[config.mk]
export PLATFORM = sky130hd
export DESIGN_NAME = uart_tx_serializer_flat
export DESIGN_NICKNAME = d
export VERILOG_FILES = /design/src/rtl/uart_tx_serializer_if.sv /design/src/rtl/uart_tx_serializer.sv /design/src/flat_wrapper.sv
export SDC_FILE = /design/constraint.sdc
export NUM_CORES = 1
export LEC_CHECK = 0
export CORE_ASPECT_RATIO = 0.75
export CORE_MARGIN = 2
export CORE_UTILIZATION = 50
export DETAILED_ROUTE_END_ITERATION = 16
export DONT_BUFFER_PORTS = 1
export PLACE_DENSITY = 0.74
export SYNTH_ARGS = -nofsm -noshare
export SYNTH_HDL_FRONTEND = slang
export SYNTH_SLANG_ARGS = --single-unit
[constraint.sdc]
create_clock -name CLK -period 2.15 [get_ports CLK]
set_input_delay 0.645 -clock CLK [delete_from_list [all_inputs] [get_ports CLK]]
set_output_delay 0.645 -clock CLK [all_outputs]
set_load 0.01 [all_outputs]
[src/rtl/uart_tx_serializer_if.sv]
// UART TX parallel-side bundle: request word/config in, serial line and busy out.
// Latency: none (wires only).
// Backpressure: busy tells the master that a new Data_Valid is ignored until the frame ends.
interface uart_tx_serializer_if #(
    parameter int DATA_WIDTH  = 8,
    parameter int PRESC_WIDTH = 5
);
    logic [DATA_WIDTH-1:0]  P_DATA;
    logic                   Data_Valid;
    logic                   PAR_EN;
    logic                   PAR_TYP;
    logic [PRESC_WIDTH-1:0] Prescale;
    logic                   TX_OUT;
    logic                   busy;

    modport master (
        output P_DATA, Data_Valid, PAR_EN, PAR_TYP, Prescale,
        input  TX_OUT, busy
    );

    modport slave (
        input  P_DATA, Data_Valid, PAR_EN, PAR_TYP, Prescale,
        output TX_OUT, busy
    );
endinterface

[src/rtl/uart_tx_serializer.sv]
// UART transmitter: start, DATA_WIDTH bits LSB-first, optional parity, stop; Prescale clocks per bit.
// Latency: start bit appears on TX_OUT at the accepting edge (registered, 0 extra cycles).
// Backpressure: Data_Valid only accepted when idle or at the last stop-bit cycle; otherwise dropped.
module uart_tx_serializer #(
    parameter int DATA_WIDTH  = 8,
    parameter int PRESC_WIDTH = 5
) (
    input  logic                 CLK,
    input  logic                 RST,
    uart_tx_serializer_if.slave  tx_if
);

    localparam int BCW = (DATA_WIDTH > 1) ? $clog2(DATA_WIDTH) : 1;
    localparam logic [BCW-1:0]         LAST_BIT   = BCW'(DATA_WIDTH - 1);
    localparam logic [PRESC_WIDTH-1:0] PRESC_MIN  = PRESC_WIDTH'(4);
    localparam logic [PRESC_WIDTH-1:0] PRESC_DFLT = PRESC_WIDTH'(8);

    typedef enum logic [2:0] {
        ST_IDLE,
        ST_START,
        ST_DATA,
        ST_PARITY,
        ST_STOP
    } state_t;

    state_t                 state_q,    state_d;
    logic [PRESC_WIDTH-1:0] edge_cnt_q, edge_cnt_d;
    logic [BCW-1:0]         bit_cnt_q,  bit_cnt_d;
    logic [DATA_WIDTH-1:0]  data_q,     data_d;
    logic                   par_en_q,   par_en_d;
    logic                   par_typ_q,  par_typ_d;
    logic [PRESC_WIDTH-1:0] presc_q,    presc_d;
    logic                   tx_q,       tx_d;
    logic                   busy_q,     busy_d;

    logic                   bit_end;
    logic                   parity_bit;
    logic                   accept;
    logic [BCW-1:0]         bit_nxt;

    assign bit_end    = (edge_cnt_q == (presc_q - 1'b1));
    assign parity_bit = par_typ_q ? ~^data_q : ^data_q;
    assign bit_nxt    = bit_cnt_q + 1'b1;

    assign tx_if.TX_OUT = tx_q;
    assign tx_if.busy   = busy_q;

    // Next-state, bit timing and next serial-line value.
    always_comb begin
        state_d    = state_q;
        edge_cnt_d = edge_cnt_q;
        bit_cnt_d  = bit_cnt_q;
        data_d     = data_q;
        par_en_d   = par_en_q;
        par_typ_d  = par_typ_q;
        presc_d    = presc_q;
        tx_d       = tx_q;
        busy_d     = busy_q;
        accept     = 1'b0;

        case (state_q)
            ST_IDLE: begin
                tx_d       = 1'b1;
                busy_d     = 1'b0;
                edge_cnt_d = '0;
                bit_cnt_d  = '0;
                accept     = tx_if.Data_Valid;
            end
            ST_START: begin
                if (bit_end) begin
                    edge_cnt_d = '0;
                    bit_cnt_d  = '0;
                    state_d    = ST_DATA;
                    tx_d       = data_q[0];
                end else begin
                    edge_cnt_d = edge_cnt_q + 1'b1;
                end
            end
            ST_DATA: begin
                if (bit_end) begin
                    edge_cnt_d = '0;
                    if (bit_cnt_q == LAST_BIT) begin
                        bit_cnt_d = '0;
                        if (par_en_q) begin
                            state_d = ST_PARITY;
                            tx_d    = parity_bit;
                        end else begin
                            state_d = ST_STOP;
                            tx_d    = 1'b1;
                        end
                    end else begin
                        bit_cnt_d = bit_nxt;
                        tx_d      = data_q[bit_nxt];
                    end
                end else begin
                    edge_cnt_d = edge_cnt_q + 1'b1;
                end
            end
            ST_PARITY: begin
                if (bit_end) begin
                    edge_cnt_d = '0;
                    state_d    = ST_STOP;
                    tx_d       = 1'b1;
                end else begin
                    edge_cnt_d = edge_cnt_q + 1'b1;
                end
            end
            ST_STOP: begin
                if (bit_end) begin
                    edge_cnt_d = '0;
                    if (tx_if.Data_Valid) begin
                        // Back-to-back word: next start bit follows with no idle gap.
                        accept = 1'b1;
                    end else begin
                        state_d = ST_IDLE;
                        tx_d    = 1'b1;
                        busy_d  = 1'b0;
                    end
                end else begin
                    edge_cnt_d = edge_cnt_q + 1'b1;
                end
            end
            default: begin
                state_d    = ST_IDLE;
                tx_d       = 1'b1;
                busy_d     = 1'b0;
                edge_cnt_d = '0;
                bit_cnt_d  = '0;
            end
        endcase

        // Snapshot word and config so later input changes cannot disturb this frame.
        if (accept) begin
            data_d     = tx_if.P_DATA;
            par_en_d   = tx_if.PAR_EN;
            par_typ_d  = tx_if.PAR_TYP;
            presc_d    = (tx_if.Prescale < PRESC_MIN) ? PRESC_DFLT : tx_if.Prescale;
            state_d    = ST_START;
            tx_d       = 1'b0;
            busy_d     = 1'b1;
            edge_cnt_d = '0;
            bit_cnt_d  = '0;
        end
    end

    // State and datapath registers; reset aborts any frame in flight.
    always_ff @(posedge CLK or negedge RST) begin
        if (!RST) begin
            state_q    <= ST_IDLE;
            edge_cnt_q <= '0;
            bit_cnt_q  <= '0;
            data_q     <= '0;
            par_en_q   <= 1'b0;
            par_typ_q  <= 1'b0;
            presc_q    <= '0;
            tx_q       <= 1'b1;
            busy_q     <= 1'b0;
        end else begin
            state_q    <= state_d;
            edge_cnt_q <= edge_cnt_d;
            bit_cnt_q  <= bit_cnt_d;
            data_q     <= data_d;
            par_en_q   <= par_en_d;
            par_typ_q  <= par_typ_d;
            presc_q    <= presc_d;
            tx_q       <= tx_d;
            busy_q     <= busy_d;
        end
    end

endmodule

[src/flat_wrapper.sv]
// flat-port wrapper written by rule: the top's interface ports become plain ports
module uart_tx_serializer_flat 
#(
    parameter int DATA_WIDTH  = 8,
    parameter int PRESC_WIDTH = 5
)
  (CLK, RST, tx_if_P_DATA, tx_if_Data_Valid, tx_if_PAR_EN, tx_if_PAR_TYP, tx_if_Prescale, tx_if_TX_OUT, tx_if_busy);
  uart_tx_serializer_if #(.DATA_WIDTH(DATA_WIDTH), .PRESC_WIDTH(PRESC_WIDTH)) tx_if_i ();
  input  logic CLK;
  input  logic RST;
  input wire logic [$bits(tx_if_i.P_DATA)-1:0] tx_if_P_DATA;
  input wire logic [$bits(tx_if_i.Data_Valid)-1:0] tx_if_Data_Valid;
  input wire logic [$bits(tx_if_i.PAR_EN)-1:0] tx_if_PAR_EN;
  input wire logic [$bits(tx_if_i.PAR_TYP)-1:0] tx_if_PAR_TYP;
  input wire logic [$bits(tx_if_i.Prescale)-1:0] tx_if_Prescale;
  output wire logic [$bits(tx_if_i.TX_OUT)-1:0] tx_if_TX_OUT;
  output wire logic [$bits(tx_if_i.busy)-1:0] tx_if_busy;
  assign tx_if_i.P_DATA = tx_if_P_DATA;
  assign tx_if_i.Data_Valid = tx_if_Data_Valid;
  assign tx_if_i.PAR_EN = tx_if_PAR_EN;
  assign tx_if_i.PAR_TYP = tx_if_PAR_TYP;
  assign tx_if_i.Prescale = tx_if_Prescale;
  assign tx_if_TX_OUT = tx_if_i.TX_OUT;
  assign tx_if_busy = tx_if_i.busy;
  uart_tx_serializer #(.DATA_WIDTH(DATA_WIDTH), .PRESC_WIDTH(PRESC_WIDTH)) u_core (.CLK(CLK), .RST(RST), .tx_if(tx_if_i));
endmodule
==> results of run 1 <==
## placed cells by master (no fill, tap or decap), types with 2 or more instances in the layout
master / n
dfrtp_1: 27
buf_4: 13
mux2_2: 11
nor2_1: 9
xor2_1: 7
xnor2_1: 6
nand2_1: 6
o21ai_0: 5
nand3_1: 4
a21oi_1: 4
clkbuf_8: 4
xnor2_2: 3
mux2i_1: 3
nor2b_1: 3
inv_1: 3
nor3_1: 3
mux2_4: 3
ha_1: 3
inv_2: 2
nand2b_1: 2
and3_1: 2
or3_1: 2
a211oi_1: 2
nor3b_1: 2
## layer usage
metal | vias to the layer above | global-route usage | routed length, µm
met3 | 5 | 0.0581 | 210
met5 | - | 0 | 0
met4 | 0 | 0.0533 | 37
li1 | 518 | - | -
met1 | 514 | 0.277 | 1440
met2 | 35 | 0.293 | 1440
## worst max-delay path, stage by stage (launching register included)
cell	delay, ps
dfrtp_1	410
inv_2	90
ha_4	130
nand4bb_1	130
a211oi_2	320
o311ai_4	170
and2_4	180
a221oi_4	280
mux2_4	340
## area by class of cell
cell class | count | area, µm² | share of cell area
well taps | 38 | 47.5 | 0.0263
inverters | 5 | 18.8 | 0.0104
flip-flops and latches | 28 | 702 | 0.388
repair buffers | 13 | 97.6 | 0.0539
clock buffers | 4 | 55.1 | 0.0304
multi-input cells | 101 | 890 | 0.491
## worst max path at each step
stage,startpoint,endpoint,slack (ps),depth (start not counted)
floorplan,u_core.presc_q[0],u_core.bit_cnt_q[0],40,8
global placement,u_core.presc_q[0],u_core.bit_cnt_q[0],40,8
detailed placement,u_core.presc_q[0],u_core.bit_cnt_q[2],-60,8
CTS,u_core.presc_q[0],u_core.bit_cnt_q[2],8,8
global route,u_core.presc_q[1],u_core.bit_cnt_q[2],-70,8
finish,u_core.presc_q[0],u_core.bit_cnt_q[2],-1,8
## power by group
part | switching (mW) | internal (mW)
clock network | 0.160 | 0.164
registers | 0.223 | 0.724
logic | 0.614 | 0.784
total | 0.996 | 1.67
## sequential cells by signal (all words and copies together), names as in the netlist
signal	count
u_core.bit_cnt_q	3
u_core.par_typ_q	1
u_core.presc_q	5
u_core.tx_if.busy	1
u_core.data_q	8
u_core.tx_if.TX_OUT	1
u_core.par_en_q	1
u_core.edge_cnt_q	5
u_core.state_q	3
## repair_timing
item / 4_1_cts / 5_1_grt
buffers inserted: 3 / 5
gates cloned: 0 / 0
setup endpoints to repair: 14 / 18
pin swaps: 3 / 4
gates resized for setup: 9 / 4
## logic make-up after synthesis
logic type	after synthesis	share of synthesized area
xor+xnor	17	0.104
flops	28	0.447
compound gates	23	0.123
mux	19	0.141
simple gates	38	0.128
fa+ha+maj	4	0.0319
buf+inv	9	0.0247
## through the flow
step                std cells  total power [mW]   util  setup WS, ps  setup TNS (ps)
CTS                       185              2.56  0.594          7.64               0
global placement          178              2.07  0.555          43.0               0
global route              189              2.85  0.612         -69.0            -226
finish                    189              2.67  0.612        -0.959          -0.959
floorplan                 138              1.88      -          38.9               0
detailed placement        178              2.12  0.555         -61.5            -352
==> results.txt, run 1 <==
- The number of clock buffers added by TritonCTS is 3.
- Synthesis produced a netlist with a net count of 160.
- Starting density of the core: 0.531
- Clock transition at path regs: 90 ps
- Setup violations remaining at the end of the flow were counted as 1.
- Number of rows in the core area: 17
- Final hold analysis gives a worst-case slack of 48.8 ps.
* Cell area power density: 1470 mW/mm²
- First-pass GRT wire length: 5120 µm
* Placed inst area: 0.00164 mm²
- The hold violation total from the final report was 0.
* Total clock sinks: 28
- The share of the Yosys chip area taken by registers is 0.447.
- Headroom to the max-slew limit came out at 0.710.
* Startpoint of the most critical register-to-register path: u_core.presc_q[0]
- Area leader, netlist: dfrtp_1
- Count of vias placed by the detailed router: 1,072
- Worst setup EP type: flop
- The die covers 0.00361 mm².
- Synthesis inferred 28 register bits.
* Cell at the root of the clock tree: clkbuf_8
* Number of diodes added for antenna fixing: 0
* Clock tree buffer depth: 2
- HPWL after detailed placement: 2190 µm
- The via count of the first global-routing pass is 1,105.
- Remaining antenna violation count after routing: 0
* Share of final-layout standard cells stronger than drive strength 1: 0.305
- The worst register-to-register path has a setup slack of -1 ps.
- Via density per instance: 5.67
* Total routed wirelength: 3130 µm
- The clock reaches the later pin of the worst-skew pair after 280 ps.
* Summed area of non-filler cells in the final layout: 0.00181 mm²
- Area fraction of the dominant cell type after synthesis: 0.431
- In the finished design, the share of the clock period the worst path needs comes to 1.00.
* Last weighted congestion value of the routability-driven placer: 0.825
* Data arrival time at the worst-slack endpoint: 2320 ps
- Critical Setup Path Class: reg -> reg
* Combined global-route utilization of all metal layers: 0.196
- Worst setup skew after layout: 5.52 ps
* Horizontal die dimension: 68.7 µm
- Compared with the post-synthesis result, the final layout area differs by 15.4%.
* Hold-fix buffer count after cts: 0
- Core Area: 0.00296 mm²
* Slack of the critical path: -0.959 ps
* Main area contributors after synthesis: dfrtp_1 43%, mux2_2 10%, xnor2_1 5.0%
- Entering global routing, the biggest net connects 29 pins.
- Remaining design rule violation count: 0
* Slew of the pin with the lowest slew margin: 434 ps
* Total Nets Final: 174
- Total leakage power: 0.791 nW
- Across the VDD grid, the largest voltage drop is 0.789 mV.
- Synth cell count leaders: 27 x dfrtp_1, 14 x mux2_2, 9 x nor2_1, 9 x xnor2_1, 7 x xor2_1
* Height of the chip: 52.5 µm
- The initial antenna violation count was 0.
- Setup repair after global routing missed its margin: true
- The worst setup path is launched from a flop.
- Buffers placed on the I/O ports in this run total 0.
- The Yosys step of the flow raised 0 warnings.
- Count of flip-flops with a built-in enable after synthesis: 0
* Status: finished with violations
* Filler instances: 237
* Share of async-settable or async-resettable flops after synthesis: 1.00
- 20 I/O pins were placed.
* Max Slew Vio Count: 0
* TritonCTS clock tree: done
* Top fanout value on the critical path: 4
- Post-DR wirelength/cell: 16.6 µm
- Post-synthesis instance area: 0.00157 mm²
- Main synth FF type: dfrtp_1
- After synthesis, the mean cell area works out to 11.4 µm².
- Max-capacitance violation count: 0
- Endpoint required time on the critical path: 2320 ps
* Number of different library cells in the post-synthesis netlist: 41
- For this run, the detailed router's first-pass iteration total came to 4.
- The path class of the tightest hold or removal check is in -> async.
- The worst path in the final design needs a cycle of 2150 ps, including I/O delays and setup.
- R2R Path End: u_core.bit_cnt_q[2]
- Logic depth of the worst register-to-register path: 8
- After the first detailed-routing iteration, the DRC count stood at 78.
- Residual overflow from global routing: 0
- Top-count cell post-synth: dfrtp_1
- Failing checks: setup timing
- Synthesis handed over a netlist of 138 instances.
* Depth of the CTS H-tree: 1
- Maximum clock rate: 0.465 GHz
(Power assumes the default switching activity.)
==> run 2: changes to the inputs <==
Settings changed: MAX_ROUTING_LAYER set to met4.
==> results.txt, run 2 (synthesis results as in run 1) <==
- Across the routed clock network, the largest skew measured is 5.95 ps.
- The worst-case IR drop observed on VDD is 0.787 mV.
- The worst pin sits at a relative slew slack of 0.716.
* Clk Latency, worst-skew pair: 280 ps
* Clock transition at path regs: 90 ps
* Logic depth of the worst register-to-register path: 9
- Clock tree buffer depth: 2
- The top cell types in the final layout, fill and taps aside, are 27 x dfrtp_1, 13 x buf_4, 11 x mux2_2, 9 x nor2_1, 7 x xor2_1.
- Setup total negative slack on the finished layout was measured at 0 ps.
* Number of buffers created by CTS: 3
- After the last flow step, the layout net total stands at 174.
- By startpoint and endpoint, the worst setup path is classified as reg -> reg.
- Counting flops per register, the top entry is u_core.data_q.
- The final layout contains routed wiring with a total length of 3160 µm.
- The initialized floorplan defines 17 standard-cell rows.
* Slack of the critical path: 0.939 ps
- The worst register-to-register path begins at u_core.presc_q[0].
- Total clock sinks: 28
- The hold violation total from the final report was 0.
- Static timing analysis puts the maximum clock frequency at 0.465 GHz.
* Cell at the root of the clock tree: clkbuf_8
* R2R Path End: u_core.bit_cnt_q[2]
- TritonCTS built the clock tree.
- Data arrival time at the worst-slack endpoint: 2320 ps
- Remaining design rule violation count: 0
- Setup repair after global routing missed its margin: true
- The repair_antennas step left the layout with diodes totalling 0.
- Height of the chip: 52.5 µm
- Share of final-layout standard cells stronger than drive strength 1: 0.305
- First-pass GRT wire length: 5120 µm
* Starting density of the core: 0.531
- Worst setup EP type: flop
- The largest registers in the layout are u_core.data_q (8), u_core.edge_cnt_q (5), u_core.presc_q (5).
- Residual overflow from global routing: 0
- The detail route stage leaves a number of antenna-violating nets equal to 0.
- The initial antenna violation count is 0.
* Via density per instance: 5.72
* Combined global-route utilization of all metal layers: 0.202
- Count of vias placed by the detailed router: 1,082
- Setup violators final: 0
- The register with the most flip-flops in the layout has 8 of them.
- Detailed placement ended at an HPWL of 2190 µm.
* Max-capacitance violation count: 0
- From synthesis to final layout, the design area changed by 15.4%.
- In this run the worst path has a maximum fanout of 4.
- Critical path launch point type: flop
* I/O pin total: 20
- The via count of the first global-routing pass is 1,105.
- The count of pins over their slew limit was 0.
- Core Area: 0.00296 mm²
- The flow ran to the end, and the final reports show no timing, DRC or antenna violations.
- The tightest min-delay check is of the in -> async type.
- Pin count of the biggest net entering global routing: 29
- Cell area power density: 1470 mW/mm²
- The setup check on the worst reg-to-reg path leaves a slack of 0.9 ps.
- After the first detailed-routing iteration, the DRC count stood at 89.
- Endpoint required time on the critical path: 2320 ps
- Of the available clock period, the critical path in the final layout requires 1.00.
* Post-DR wirelength/cell: 16.7 µm
- The library cell used most frequently in the layout, excluding fill and tap cells, is dfrtp_1.
* Horizontal die dimension: 68.7 µm
- OpenSTA, run right after detailed placement, puts the worst setup slack at -61.5 ps.
- At the pin with the least slew margin, the transition time is 425 ps.
- Depth of the CTS H-tree: 1
* Time the final worst path needs with I/O delays and setup: 2150 ps
* Total leakage power: 0.791 nW
* Total die area: 0.00361 mm²
- Pre-Repair DR Iteration Count: 4
- Buffers placed on the I/O ports in this run total 0.
- Last weighted congestion value of the routability-driven placer: 0.838
- In this run, post-CTS hold repair placed 0 buffers.
run 2: area by class of cell:
type	instances	area, µm²
repair buffers	13	97.6
multi-input cells	101	890
clock buffers	4	55.1
well taps	38	47.5
inverters	5	18.8
flip-flops and latches	28	702
fillers	237	1150
run 2: worst max path at each step:
| stage | slack (ps) | from | to |
|---|---|---|---|
| 3_5_place_dp | -60 | u_core.presc_q[0] | u_core.bit_cnt_q[2] |
| 4_1_cts | 8 | u_core.presc_q[0] | u_core.bit_cnt_q[2] |
| 2_1_floorplan | 40 | u_core.presc_q[0] | u_core.bit_cnt_q[0] |
| 6_report | 0.9 | u_core.presc_q[0] | u_core.bit_cnt_q[2] |
| 5_1_grt | -70 | u_core.presc_q[1] | u_core.bit_cnt_q[2] |
| 3_3_place_gp | 40 | u_core.presc_q[0] | u_core.bit_cnt_q[0] |
run 2: critical path, stage by stage, from the launching register on:
cell and delay (ps):
dfrtp_1 410, inv_2 90, ha_4 130, buf_4 110
nand3b_1 90, a21boi_1 270, o311ai_4 150, and2_4 180
a221oi_4 280, mux2_4 340
run 2: power breakdown:
group	leakage (nW)	switching, mW	internal, mW	total (mW)
Clock	0.0288	0.159	0.164	0.323
Combinational	0.414	0.615	0.784	1.40
Sequential	0.349	0.223	0.724	0.947
Total	0.791	0.997	1.67	2.67
run 2: metal layers:
metal	vias to the layer above	GRT usage	routed length [µm]
met5	-	-	0
met4	0	0.0533	50
met3	10	0.0538	194
met2	37	0.293	1440
met1	517	0.280	1470
li1	518	-	-
run 2: per-stage QoR:
stage / util / std cells / hold WS [ps] / instance area, µm² / total power [mW]
4_1_cts: 0.594 / 185 / 42.4 / 1760 / 2.56
5_1_grt: 0.612 / 189 / 32.3 / 1810 / 2.85
3_3_place_gp: 0.555 / 178 / 350 / 1640 / 2.07
3_5_place_dp: 0.555 / 178 / 350 / 1640 / 2.12
2_1_floorplan: - / 138 / 349 / 1570 / 1.88
6_report: 0.612 / 189 / 48.7 / 1810 / 2.67
run 2: repair_timing:
item                                    in CTS  in global routing
endpoints found under the setup margin      14                 18
pin swaps                                    3                  4
buffers inserted                             3                  5
resized for setup                            9                  4
==> run 3: changes to the inputs <==
Settings changed: TNS_END_PERCENT set to 50.
==> results of run 3 <==
The final DEF is identical to that of run 2; final timing and power are the same.
